`src/rtl/riscv_hazard_pkg.sv`:
```
// Shared types for the pipeline hazard controller: forwarding selects and FSM states.
package riscv_hazard_pkg;
  localparam int REG_ADDR_W = 5;

  typedef enum logic [1:0] {
    FWD_RF = 2'b00,
    FWD_W  = 2'b01,
    FWD_M  = 2'b10
  } fwd_sel_e;

  typedef enum logic [1:0] {
    HZ_RUN      = 2'b00,
    HZ_LU_STALL = 2'b01,
    HZ_MEM_WAIT = 2'b10
  } hz_state_e;
endpackage

```
`src/rtl/hazard_forward.sv`:
```
// Forwarding select for one E-stage source operand; M-stage result beats W-stage result.
module hazard_forward
  import riscv_hazard_pkg::*;
(
  input  logic [REG_ADDR_W-1:0] rs,
  input  logic [REG_ADDR_W-1:0] rd_m,
  input  logic [REG_ADDR_W-1:0] rd_w,
  input  logic                  reg_we_m,
  input  logic                  reg_we_w,
  output fwd_sel_e              sel
);
  always_comb begin
    sel = FWD_RF;
    if (reg_we_w && (rd_w != '0) && (rd_w == rs)) sel = FWD_W;
    if (reg_we_m && (rd_m != '0) && (rd_m == rs)) sel = FWD_M;
  end
endmodule

```
`src/rtl/hazard_controller.sv`:
```
// Stall/flush/forward sequencer for the 5-stage pipeline.
// Optional HAZARD_PERF_EN adds saturating stall/flush event counters.
module hazard_controller
  import riscv_hazard_pkg::*;
#(
  parameter int MEM_TIMEOUT = 16
) (
  input  logic                  clk,
  input  logic                  rst,
  input  logic [REG_ADDR_W-1:0] rs1_D,
  input  logic [REG_ADDR_W-1:0] rs2_D,
  input  logic [REG_ADDR_W-1:0] rs1_E,
  input  logic [REG_ADDR_W-1:0] rs2_E,
  input  logic [REG_ADDR_W-1:0] rd_E,
  input  logic [REG_ADDR_W-1:0] rd_M,
  input  logic [REG_ADDR_W-1:0] rd_W,
  input  logic                  reg_we_E,
  input  logic                  reg_we_M,
  input  logic                  reg_we_W,
  input  logic                  result_src_E,
  input  logic                  pc_src_M,
  input  logic                  dmem_req_M,
  input  logic                  dmem_ready_M,
  output logic [1:0]            fwd_A_E,
  output logic [1:0]            fwd_B_E,
  output logic                  stall_F,
  output logic                  stall_D,
  output logic                  stall_E,
  output logic                  stall_M,
  output logic                  flush_D,
  output logic                  flush_E,
  output logic                  flush_W,
  output logic [1:0]            hz_state,
`ifdef HAZARD_PERF_EN
  output logic [31:0]           perf_stall_cnt,
  output logic [31:0]           perf_flush_cnt,
`endif
  output logic                  mem_timeout
);
  localparam int CNT_W = $clog2(MEM_TIMEOUT + 1);
  localparam logic [CNT_W-1:0] CNT_MAX = CNT_W'(MEM_TIMEOUT);
  localparam logic [CNT_W-1:0] CNT_THR = CNT_W'(MEM_TIMEOUT - 1);

  fwd_sel_e        fwd_a, fwd_b;
  hz_state_e       state_q, state_d;
  logic [CNT_W-1:0] cnt_q, cnt_d;
  logic            timeout_q, timeout_d;
  logic            lu, mw;

  hazard_forward u_fwd_a (
    .rs(rs1_E), .rd_m(rd_M), .rd_w(rd_W),
    .reg_we_m(reg_we_M), .reg_we_w(reg_we_W), .sel(fwd_a)
  );
  hazard_forward u_fwd_b (
    .rs(rs2_E), .rd_m(rd_M), .rd_w(rd_W),
    .reg_we_m(reg_we_M), .reg_we_w(reg_we_W), .sel(fwd_b)
  );

  assign lu = result_src_E && reg_we_E && (rd_E != '0) && ((rd_E == rs1_D) || (rd_E == rs2_D));
  assign mw = dmem_req_M && !dmem_ready_M;

  // Outputs are gated by rst so an asserted reset silences them without waiting for a clock.
  always_comb begin
    fwd_A_E = FWD_RF;
    fwd_B_E = FWD_RF;
    stall_F = 1'b0;
    stall_D = 1'b0;
    stall_E = 1'b0;
    stall_M = 1'b0;
    flush_D = 1'b0;
    flush_E = 1'b0;
    flush_W = 1'b0;
    if (rst) begin
      fwd_A_E = fwd_a;
      fwd_B_E = fwd_b;
      if (mw) begin
        stall_F = 1'b1;
        stall_D = 1'b1;
        stall_E = 1'b1;
        stall_M = 1'b1;
        flush_W = 1'b1;
      end else if (pc_src_M) begin
        flush_D = 1'b1;
        flush_E = 1'b1;
      end else if (lu) begin
        stall_F = 1'b1;
        stall_D = 1'b1;
        flush_E = 1'b1;
      end
    end
  end

  always_comb begin
    state_d = state_q;
    case (state_q)
      HZ_RUN: begin
        if (mw) state_d = HZ_MEM_WAIT;
        else if (lu && !pc_src_M) state_d = HZ_LU_STALL;
      end
      HZ_LU_STALL: state_d = HZ_RUN;
      HZ_MEM_WAIT: if (dmem_ready_M) state_d = HZ_RUN;
      default:     state_d = HZ_RUN;
    endcase
    // Wait counter only runs while memory is stalling and saturates at the limit.
    cnt_d     = '0;
    timeout_d = timeout_q;
    if (mw) begin
      cnt_d = (cnt_q == CNT_MAX) ? cnt_q : cnt_q + 1'b1;
      if (cnt_q >= CNT_THR) timeout_d = 1'b1;
    end
  end

  always_ff @(posedge clk or negedge rst) begin
    if (!rst) begin
      state_q   <= HZ_RUN;
      cnt_q     <= '0;
      timeout_q <= 1'b0;
    end else begin
      state_q   <= state_d;
      cnt_q     <= cnt_d;
      timeout_q <= timeout_d;
    end
  end

  assign hz_state    = state_q;
  assign mem_timeout = timeout_q;

`ifdef HAZARD_PERF_EN
  logic [31:0] pstall_q, pstall_d, pflush_q, pflush_d;

  always_comb begin
    pstall_d = pstall_q;
    pflush_d = pflush_q;
    if (stall_F && (pstall_q != '1)) pstall_d = pstall_q + 32'd1;
    if ((flush_D || flush_E) && (pflush_q != '1)) pflush_d = pflush_q + 32'd1;
  end

  always_ff @(posedge clk or negedge rst) begin
    if (!rst) begin
      pstall_q <= '0;
      pflush_q <= '0;
    end else begin
      pstall_q <= pstall_d;
      pflush_q <= pflush_d;
    end
  end

  assign perf_stall_cnt = pstall_q;
  assign perf_flush_cnt = pflush_q;
`endif
endmodule

```
`config.mk`:
```
export PLATFORM = sky130hd
export DESIGN_NAME = hazard_controller
export DESIGN_NICKNAME = d
export VERILOG_FILES = /design/src/rtl/riscv_hazard_pkg.sv /design/src/rtl/hazard_forward.sv /design/src/rtl/hazard_controller.sv
export SDC_FILE = /design/constraint.sdc
export NUM_CORES = 1
export LEC_CHECK = 0
export ABC_AREA = 0
export ABC_CLOCK_PERIOD_IN_PS = 1600
export BUFFER_PORTS_ARGS = -buffer_cell sky130_fd_sc_hd__buf_2
export CAP_MARGIN = 20
export CORE_MARGIN = 1.5
export CORE_UTILIZATION = 43
export CTS_CLUSTER_SIZE = 40
export DETAILED_ROUTE_END_ITERATION = 16
export PLACE_DENSITY = 0.8
export SYNTH_ARGS = -nofsm -noshare
export SYNTH_HDL_FRONTEND = slang
export SYNTH_HIERARCHICAL = 1
export SYNTH_SLANG_ARGS = --single-unit
```
`constraint.sdc`:
```
create_clock -name clk -period 1.6 [get_ports clk]
set_input_delay 0.16 -clock clk [delete_from_list [all_inputs] [get_ports clk]]
set_output_delay 0.16 -clock clk [all_outputs]
set_load 0.03 [all_outputs]
```
==> key figures, run 1 <==
Run status
  • Outcome: completed

STA
  • Fmax: 0.6505 GHz
  • Slew @ Worst Pin: 372.1 ps
  • Worst slew margin: 75.11%
  • Crit path time final: 1537 ps
  • Final Hold Vio Count: 0
  • Hold WS: 67.62 ps
  • Sum of negative setup slack: 0 ps
  • Final Max Tran Viols: 0
  • # setup viols final: 0
  • Worst clock skew: 2.410 ps
  • Final setup margin: 62.75 ps
  • Fin crit share: 96.08%

Detailed routing
  • DRC: 0
  • Routed vias/inst: 5.116
  • Initial drt markers: 19
  • DR vias: 1013
  • DR pass1 iterations: 5
  • Post-Route WL: 2.355 mm
  • DRT antenna net count: 0
  • Wirelength per Cell: 11.89 microns

Finish
  • Fillers: 176
  • Fraction of layout cells with a size suffix above 1: 45.61%
  • Antenna cell count: 0
  • Final std cells w/o fill: 198
  • Design area: 1313 sq um
  • Nets: 220
  • Layout overhead on the synthesized area: 38.03%
  • Commonest non-fill, non-tap cell in the layout: buf_2
  • Commonest cells after routing, fill and taps aside: buf_2 (57), xor2_1 (17), xnor2_1 (12), nor2_1 (10), dfrtp_1 (8)

Placed design
  • Post-DP HPWL: 1.960 mm
  • Placed cell count: 193
  • Final GP Congestion: 0.9385
  • Input/output buffers: 57
  • Dpl cell area: 1270 sq um
  • Pre-CTS worst setup slack: 54.20 ps

Logic synthesis
  • Synth Warn #: 6
  • Synthesized net count: 158
  • Gate count after technology mapping: 111
  • Synth unique cells: 28
  • Syn avg cell area: 8.567 sq um
  • Mapped cell area: 950.9 sq um
  • Yosys reg bits: 8
  • Sequential fraction of the synthesis area: 21.05%

Floorplan
  • Core Region: 2022 sq um
  • Die ar.: 2503 sq um
  • # rows: 16
  • Starting density of the core: 47.03%
  • # IOs: 58
  • Die X-Extent: 50.03 microns
  • Die height: 50.03 microns

Clocking
  • Clock sink total: 8
  • Root Driver: clkbuf_4
  • CTS tree: done
  • Clock buffer depth: 2
  • H-tree depth: 1
  • Skew-Pair Late Insertion Delay: 260 ps
  • Worst-path clk slew: 50 ps
  • CTS buffer count: 3

Job
  • Max cap viols: 0

GRT
  • Antenna violations before repair: 0
  • Global Route Usage Sum: 19.97%
  • Vias in the first global route: 964
  • GRT overflow: 0
  • First-pass GRT wire length: 3.891 mm
  • Largest net degree at the start of global routing: 9

Worst setup path
  • Crit path required time: 1740 ps
  • Critical Path Start Type: flop
  • Worst path arrival time: 1680 ps
  • Crit path capture type: flop
  • Worst Path Max Fanout: 5
  • Setup CP Type: reg -> reg

Hold path
  • Hold crit path type: in -> reg

Power and ir drop
  • Total leakage power: 0.0006514 uW
  • P per Cell Area: 480.9 nW/um^2
  • Peak supply drop: 0.4822 mV
state kept, by name, indices dropped and copies added, names as in the netlist:
signal,count
cnt_q,5
hz_state,2
mem_timeout,1
where the power goes:
part / internal (uW) / total [uW] / switching, uW
Combinational: 115 / 260 / 145
Sequential: 209 / 214 / 5.38
Clock: 86.0 / 157 / 71.2
Total: 410 / 631 / 221
layout make-up:
class / count / area (sq um) / area share (%)
Tap cell: 27 / 33.78 / 2.574
Clock buffer: 3 / 22.52 / 1.716
Inverter: 7 / 26.28 / 2.002
Sequential cell: 8 / 200.2 / 15.25
Multi-Input combinational cell: 92 / 711.9 / 54.24
Timing Repair Buffer: 61 / 317.8 / 24.21
logic make-up after synthesis:
kind of cell	share of synthesized area, %
fa+ha+maj	3.948
buf+inv	5.526
xor+xnor	26.71
simple gates	29.74
compound gates	11.97
mux	1.053
flops	21.05
repair_timing:
action | 4_1_cts | 5_1_grt
gates resized for setup | 0 | 1
hold buffers | 1 | 0
buffers inserted | 0 | 1
endpoints found under the setup margin | 0 | 1
endpoints found under the hold margin | 8 | 0
per-layer routing:
layer / up-vias / GRT usage (%) / wire [microns]
met1: 448 / 22.51 / 981
met2: 58 / 37.94 / 1175
met3: 4 / 4.545 / 169
met4: 0 / 3.241 / 29
li1: 503 / - / -
met5: - / 0 / 0
worst max-delay path, cell delays in order, from the launching register on:
cell     delay [ps]
dfrtp_1         420
ha_2            210
and3_1          180
ha_1            170
nor2_1          110
a21oi_1          70
or2_2           260
stage by stage:
stage	util (%)	total power (uW)
finish	64.91	631.2
global route	64.91	673.3
CTS	64.42	640.7
detailed placement	62.81	474.6
global placement	62.81	465.3
floorplan	-	357.7
Yosys cell counts:
cell type	number	share of area, %
nor2_1	10	3.9
nor2_2	1	0.66
nand2b_1	1	0.66
mux2i_1	1	1.1
or2_2	2	1.3
nand2_1	5	2.0
nor3_2	4	4.2
xor2_1	17	16
and3_1	1	0.66
a21oi_1	4	2.1
nor3_1	6	3.2
xnor2_1	12	11
o41ai_2	3	5.1
nand3_1	6	3.2
nor4b_4	1	2.5
dfrtp_1	8	21
ha_1	3	3.9
buf_4	3	2.4
nand4_1	2	1.3
inv_1	7	2.8
nand3b_1	1	0.79
or4_1	1	0.79
o31ai_1	1	0.79
nor4_1	3	2.0
a22oi_2	1	1.3
a211oi_2	2	2.6
and2_1	4	2.6
clkbuf_1	1	0.39
path summary, 6_finish.rpt:
kind                               from           to  slack, ps  cells past startpoint
max in group asynchronous           rst     cnt_q[2]        830                      3
hold reg to reg             hz_state[0]  hz_state[1]        440                      1
hold / removal             dmem_ready_M  hz_state[1]         70                      2
setup reg to reg               cnt_q[1]  mem_timeout         60                      6
min in group asynchronous           rst     cnt_q[1]        500                      3
setup / recovery               cnt_q[1]  mem_timeout         60                      6
No activity file was read; power rests on OpenSTA's default activity.
==> run 2, diff against run 1 <==
Settings changed: ABC_AREA 0 to 1, CORE_MARGIN 1.5 to not set, CORE_UTILIZATION 43 to 45, HOLD_SLACK_MARGIN set to 0.02.
==> run 2 against run 1 <==
  * Maximum frequency increased by 1.8%
  * Final cell count increased by 51%
  * Synthesized cell count increased by 91%
  * Non-clock buffer count decreased by 2
  * Hold slack improved by 15 ps
  * Cell area increased by 11%
==> key figures, run 2 <==
Detailed routing
  • Routed vias/inst: 4.555 (-11%)
  • DRC: 0 (unchanged)
  • DR pass1 iterations: 4 (-1)
  • Initial drt markers: 17 (-2)
  • Post-Route WL: 2.484 mm (+5.5%)
  • DRT antenna net count: 0 (unchanged)
  • DR vias: 1362 (+34%)
  • Wirelength per Cell: 8.308 microns (-30%)

STA
  • # setup viols final: 0 (unchanged)
  • Hold WS: 82.55 ps (+14.93 ps)
  • Fmax: 0.6621 GHz (+1.8%)
  • RSZ-0062 raised after global routing: false
  • Fin crit share: 94.40% (-1.7 points)
  • Worst slew margin: 80.03% (+4.9 points)
  • Worst clock skew: 0.7087 ps (-1.701 ps)
  • Sum of negative setup slack: 0 ps (unchanged)
  • Final setup margin: 89.66 ps (+26.92 ps)
  • Final Hold Vio Count: 0 (unchanged)
  • Slew @ Worst Pin: 298.5 ps (-73.67 ps)
  • Final Max Tran Viols: 0 (unchanged)
  • Crit path time final: 1510 ps (-26.92 ps)

Logic synthesis
  • Largest cells by area after synthesis: nand2_1 (22%), dfrtp_1 (18%), inv_1 (14%), nor2_1 (8.7%), nand3_1 (5.4%)
  • Syn avg cell area: 5.294 sq um (-38%)
  • Asr flop ratio synth: 100.0% (unchanged)
  • Count leader, synth: nand2_1
  • Gate count after technology mapping: 212 (+91%)
  • Synth unique cells: 21 (-25%)
  • Synth Warn #: 6 (unchanged)
  • EDFF count, synth: 0 (unchanged)
  • Commonest cells in the netlist: nand2_1 (65), inv_1 (41), nor2_1 (26), nand3_1 (12), inv_2 (10)
  • Sequential fraction of the synthesis area: 17.84% (-3.2 points)
  • Largest area contributor in the netlist: nand2_1
  • Top FF cell, synth: dfrtp_1
  • Synthesized net count: 259 (+64%)
  • Mapped cell area: 1122 sq um (+18%)
  • Yosys reg bits: 8 (unchanged)
  • Synth top area share: 21.74% (+0.69 points)

Finish
  • Nets: 320 (+45%)
  • Final Core Density: 64.27% (-0.65 points)
  • Commonest non-fill, non-tap cell in the layout: nand2_1
  • Flip-flop count of the largest register after layout: 5 (unchanged)
  • Fraction of layout cells with a size suffix above 1: 31.73% (-14 points)
  • Commonest cells after routing, fill and taps aside: nand2_1 (65), buf_2 (56), inv_1 (41), nor2_1 (26), nand3_1 (12)
  • Layout overhead on the synthesized area: 30.32%
  • Top reg by flops: cnt_q
  • Antenna cell count: 0 (unchanged)
  • Final std cells w/o fill: 299 (+51%)
  • Fillers: 231 (+31%)

GRT
  • Largest net degree at the start of global routing: 11 (+2)
  • GRT overflow: 0 (unchanged)
  • Antenna violations before repair: 0 (unchanged)
  • First-pass GRT wire length: 4.257 mm (+9.4%)
  • Vias in the first global route: 1140 (+18%)
  • Global Route Usage Sum: 20.57% (+0.60 points)

Floorplan
  • Core Region: 2276 sq um (+13%)
  • Starting density of the core: 49.31% (+2.3 points)
  • Die height: 51.94 microns (+3.8%)
  • Die ar.: 2698 sq um (+7.8%)
  • # IOs: 58 (unchanged)
  • # rows: 17 (+1)
  • Die X-Extent: 51.94 microns (+3.8%)

Worst setup path
  • Worst path arrival time: 1350 ps (-330 ps)
  • Critical Path Start Type: input port
  • Crit path required time: 1440 ps (-300 ps)
  • Worst Path Max Fanout: 10 (+5)
  • Crit path capture type: primary output
  • Setup CP Type: in -> out

Placed design
  • Post-DP HPWL: 2.185 mm (+12%)
  • Input/output buffers: 57 (unchanged)
  • Placed cell count: 295 (+53%)
  • Final GP Congestion: 0.8593 (-8.4%)
  • Pre-CTS worst setup slack: 299.4 ps (+245.2 ps)

Clocking
  • # Post-CTS Setup Buffers: 0 (unchanged)
  • CTS tree: done
  • Clock buffer depth: 2 (unchanged)
  • CTS buffer count: 3 (unchanged)
  • H-tree depth: 1 (unchanged)
  • Skew-Pair Late Insertion Delay: 260 ps (about the same)
  • Clock sink total: 8 (unchanged)
  • Worst-path clk slew: 60 ps (about the same)
  • Root Driver: clkbuf_4

Power and ir drop
  • Total leakage power: 0.0009662 uW (+48%)
  • Peak supply drop: 0.5328 mV (+11%)
  • P per Cell Area: 443.5 nW/um^2 (-7.8%)

Hold path
  • Hold crit path type: in -> reg

Job
  • Max cap viols: 0 (unchanged)

Run status
  • Outcome: completed
-- run 2: where the power goes --
part	internal [uW]	leakage [uW]	switching [uW]	total, uW
sequential	209	0.000108	4.33	213
clock	86.3	0.0000138	75.0	161
combinational	110	0.000845	164	274
total	406	0.000966	243	649
-- run 2: per-stage QoR --
step | total power (uW) | instance area, sq um
after floorplan | 377.7 | 1122
after global placement | 486.0 | 1428
after detailed placement | 489.0 | 1428
after CTS | 653.4 | 1460
after global routing | 702.1 | 1463
final | 648.6 | 1463
-- run 2: routing by layer --
layer  GRT usage (%)  up-vias  share of wire, %
met5               0        -                 0
met4           2.703        0                 0
met3           4.386        0               7.2
met2           38.03       47                45
met1           24.47      573                48
li1                -      742                 -
-- run 2: worst paths after layout --
kind	slack [ps]	to	from	cells past startpoint
min in group asynchronous	280	hz_state[1]	rst	2
worst max register to register	320	mem_timeout	cnt_q[0]	6
worst min register to register	460	hz_state[1]	hz_state[0]	1
worst min-delay path	80	hz_state[1]	dmem_ready_M	2
max in group asynchronous	1050	cnt_q[1]	rst	3
worst max-delay path	90	stall_E	rst	5
-- run 2: timing repair --
action	in CTS	in global routing
endpoints found under the hold margin	8	0
gates resized for setup	0	1
endpoints found under the setup margin	0	4
hold buffers	1	0
-- run 2: cell families (layout without fill, tap and decap cells) --
family	Yosys count	in the layout	share of synthesized area [%]
adders and majority gates	3	3	3.345
and+or+nand+nor	122	122	46.38
xor gates and xnor gates	4	4	3.122
AOI/OAI and AO/OA	20	20	9.921
DFF	8	8	17.84
buffers and inverters	55	114	19.40
-- run 2: worst max-delay path, cell delays in order --
cell and delay (ps):
dlygate4sd3_1 520, clkbuf_4 200, inv_1 80, nor2_1 160
buf_2 230
-- run 2: layout make-up --
| type | count | area [sq um] | area share, % |
|---|---|---|---|
| sequential | 8 | 200.2 | 13.69 |
| clock buffer | 3 | 22.52 | 1.540 |
| multi-input combinational | 149 | 704.4 | 48.16 |
| timing repair buffer | 59 | 305.3 | 20.87 |
| inverter | 52 | 195.2 | 13.34 |
| tap | 28 | 35.03 | 2.395 |
==> run 3, diff against run 2 <==
Settings changed: ABC_AREA 1 to not set, CORE_UTILIZATION 45 to 43, TNS_END_PERCENT set to 10.
==> run 3 against run 2 <==
  * Wire length is 6.4% lower
  * First-iteration DRC count down 41%
  * Register-to-register slack got worse by 280 ps
  * Clock power down 5%
  * Non-clock buffer count rose by 1
  * Total power down 3.3%
  * Final cell count shrank 34%
  * Sequential share of layout area grew 1.7 points
  * Cell area decreased by 11%
  * Flip-flop and latch count stayed put
  * Critical endpoint is now mem_timeout
  * Largest power group unchanged
==> key figures, run 3 (synthesis gave the netlist of run 1 again) <==
Worst setup path
  • Worst r2r path cells: 6 (unchanged)
  • Worst Path Max Fanout: 5 (-5)
  • Setup CP Type: reg -> reg
  • Crit path required time: 1730 ps (+290 ps)
  • Crit path capture type: flop
  • Worst path arrival time: 1690 ps (+340 ps)
  • Critical Path Start Type: flop

Placed design
  • Dpl cell area: 1270 sq um (-11%)
  • Pre-CTS worst setup slack: 59.83 ps (-239.5 ps)
  • Placed cell count: 193 (-35%)
  • Input/output buffers: 57 (unchanged)
  • Final GP Congestion: 0.9234 (+7.5%)
  • Post-DP HPWL: 2.004 mm (-8.3%)

STA
  • Fmax: 0.6422 GHz (-3.0%)
  • # setup viols final: 0 (unchanged)
  • Worst clock skew: 1.117 ps (+0.4086 ps)
  • Final Max Tran Viols: 0 (unchanged)
  • RSZ-0062 raised after global routing: false
  • Sum of negative setup slack: 0 ps (unchanged)
  • Fin crit share: 97.31% (+2.9 points)
  • Final setup margin: 42.96 ps (-46.70 ps)
  • Final Hold Vio Count: 0 (unchanged)
  • Crit path time final: 1557 ps (+46.70 ps)
  • Slew @ Worst Pin: 369.4 ps (+70.91 ps)
  • Worst slew margin: 75.29% (-4.7 points)

GRT
  • First-pass GRT wire length: 3.946 mm (-7.3%)
  • Vias in the first global route: 962 (-16%)
  • Largest net degree at the start of global routing: 9 (-2)
  • Global Route Usage Sum: 20.63% (+0.059 points)
  • Antenna violations before repair: 0 (unchanged)
  • GRT overflow: 0 (unchanged)

Finish
  • Antenna cell count: 0 (unchanged)
  • Commonest non-fill, non-tap cell in the layout: buf_2
  • Final Core Density: 64.42% (+0.15 points)
  • Flip-flop count of the largest register after layout: 5 (unchanged)
  • FF+latch area: 200.2 sq um (unchanged)
  • Design area: 1303 sq um (-11%)
  • Commonest cells after routing, fill and taps aside: buf_2 (57), xor2_1 (17), xnor2_1 (12), nor2_1 (10), dfrtp_1 (8)
  • Fillers: 194 (-16%)
  • Layout overhead on the synthesized area: 36.97%
  • Final std cells w/o fill: 197 (-34%)
  • Multi-input logic area: 709.4 sq um (+0.71%)
  • Top reg by flops: cnt_q
  • Nets: 219 (-32%)
  • Fraction of layout cells with a size suffix above 1: 44.71% (+13 points)

Floorplan
  • # IOs: 58 (unchanged)
  • Starting density of the core: 47.03% (-2.3 points)
  • # rows: 16 (-1)
  • Core Region: 2022 sq um (-11%)
  • Die X-Extent: 49.03 microns (-5.6%)
  • Die ar.: 2403 sq um (-11%)
  • Die height: 49.03 microns (-5.6%)

Clocking
  • # Post-CTS Setup Buffers: 0 (unchanged)
  • Skew-Pair Late Insertion Delay: 250 ps (about the same)
  • Worst-path clk slew: 60 ps (about the same)
  • Post-CTS sizing: 0 (unchanged)
  • CTS tree: done
  • H-tree depth: 1 (unchanged)
  • CTS buffer count: 3 (unchanged)
  • Clock sink total: 8 (unchanged)
  • Root Driver: clkbuf_4
  • Clock buffer depth: 2 (unchanged)

Detailed routing
  • Initial drt markers: 10 (-7)
  • Routed vias/inst: 5.010 (+10%)
  • DR vias: 987 (-28%)
  • DRC: 0 (unchanged)
  • DR pass1 iterations: 4 (unchanged)
  • Wirelength per Cell: 11.80 microns (+42%)
  • DRT antenna net count: 0 (unchanged)
  • Post-Route WL: 2.325 mm (-6.4%)

Power and ir drop
  • P per Cell Area: 481.5 nW/um^2 (+8.6%)
  • Total leakage power: 0.0006486 uW (-33%)
  • Peak supply drop: 0.4230 mV (-21%)

Hold path
  • Hold crit path type: in -> reg
  • Hold-critical path depth: 2 (unchanged)

Job
  • Max cap viols: 0 (unchanged)

Run status
  • Outcome: completed
-- run 3: cell count changes in the layout (fill, tap and decap cells not counted), sizes merged, moves of 3 or more --
cell and change:
a21oi -4, and2 +4, inv -44, nand2 -67, nand3 -7, nor2 -21, nor3 +7, nor4 +3
o21ai -9, o41ai +3, xnor2 +10, xor2 +15
-- run 3: layer usage --
metal | up-vias | GRT usage [%] | wire (microns)
met2 | 46 | 38.19 | 1175
met5 | - | 0 | 0
met1 | 441 | 26.25 | 1027
met3 | 0 | 0.9346 | 122
li1 | 500 | - | -
met4 | 0 | 4.412 | 0
-- run 3: report_power, final --
part | switching [uW] | internal, uW | leakage (uW)
clock network | 67.6 | 85.8 | 0.0000138
registers | 5.55 | 209 | 0.000108
logic | 145 | 114 | 0.000527
total | 218 | 409 | 0.000649
-- run 3: final timing paths --
check                             start     endpoint  slack, ps
setup reg to reg               cnt_q[1]  mem_timeout         40
min in group asynchronous           rst  hz_state[1]        500
max in group asynchronous           rst  mem_timeout        830
hold reg to reg             mem_timeout  mem_timeout        460
setup / recovery               cnt_q[1]  mem_timeout         40
hold / removal             dmem_ready_M  hz_state[1]         90
-- run 3: critical path, stage by stage (launching register included) --
cell and delay, ps:
dfrtp_1 430, ha_1 230, and3_1 190, ha_1 170
nor2_1 100, a21oi_1 60, or2_2 260
-- run 3: timing repair --
action | 4_1_cts | 5_1_grt
setup endpoints to repair | 0 | 0
hold buffers | 1 | 0
endpoints found under the hold margin | 8 | 0
-- run 3: layout make-up --
cell class	count	area share (%)
Multi-Input combinational cell	92	54.47
Timing Repair Buffer	60	23.82
Sequential cell	8	15.37
Tap cell	27	2.594
Inverter	7	2.017
Clock buffer	3	1.729
-- run 3: metrics by stage --
stage | total power (uW) | hold WS [ps]
floorplan | 357.7 | -135.6
global route | 667.8 | 82.49
global placement | 464.8 | 99.54
finish | 627.2 | 93.23
detailed placement | 475.7 | 105.2
CTS | 633.9 | 84.64
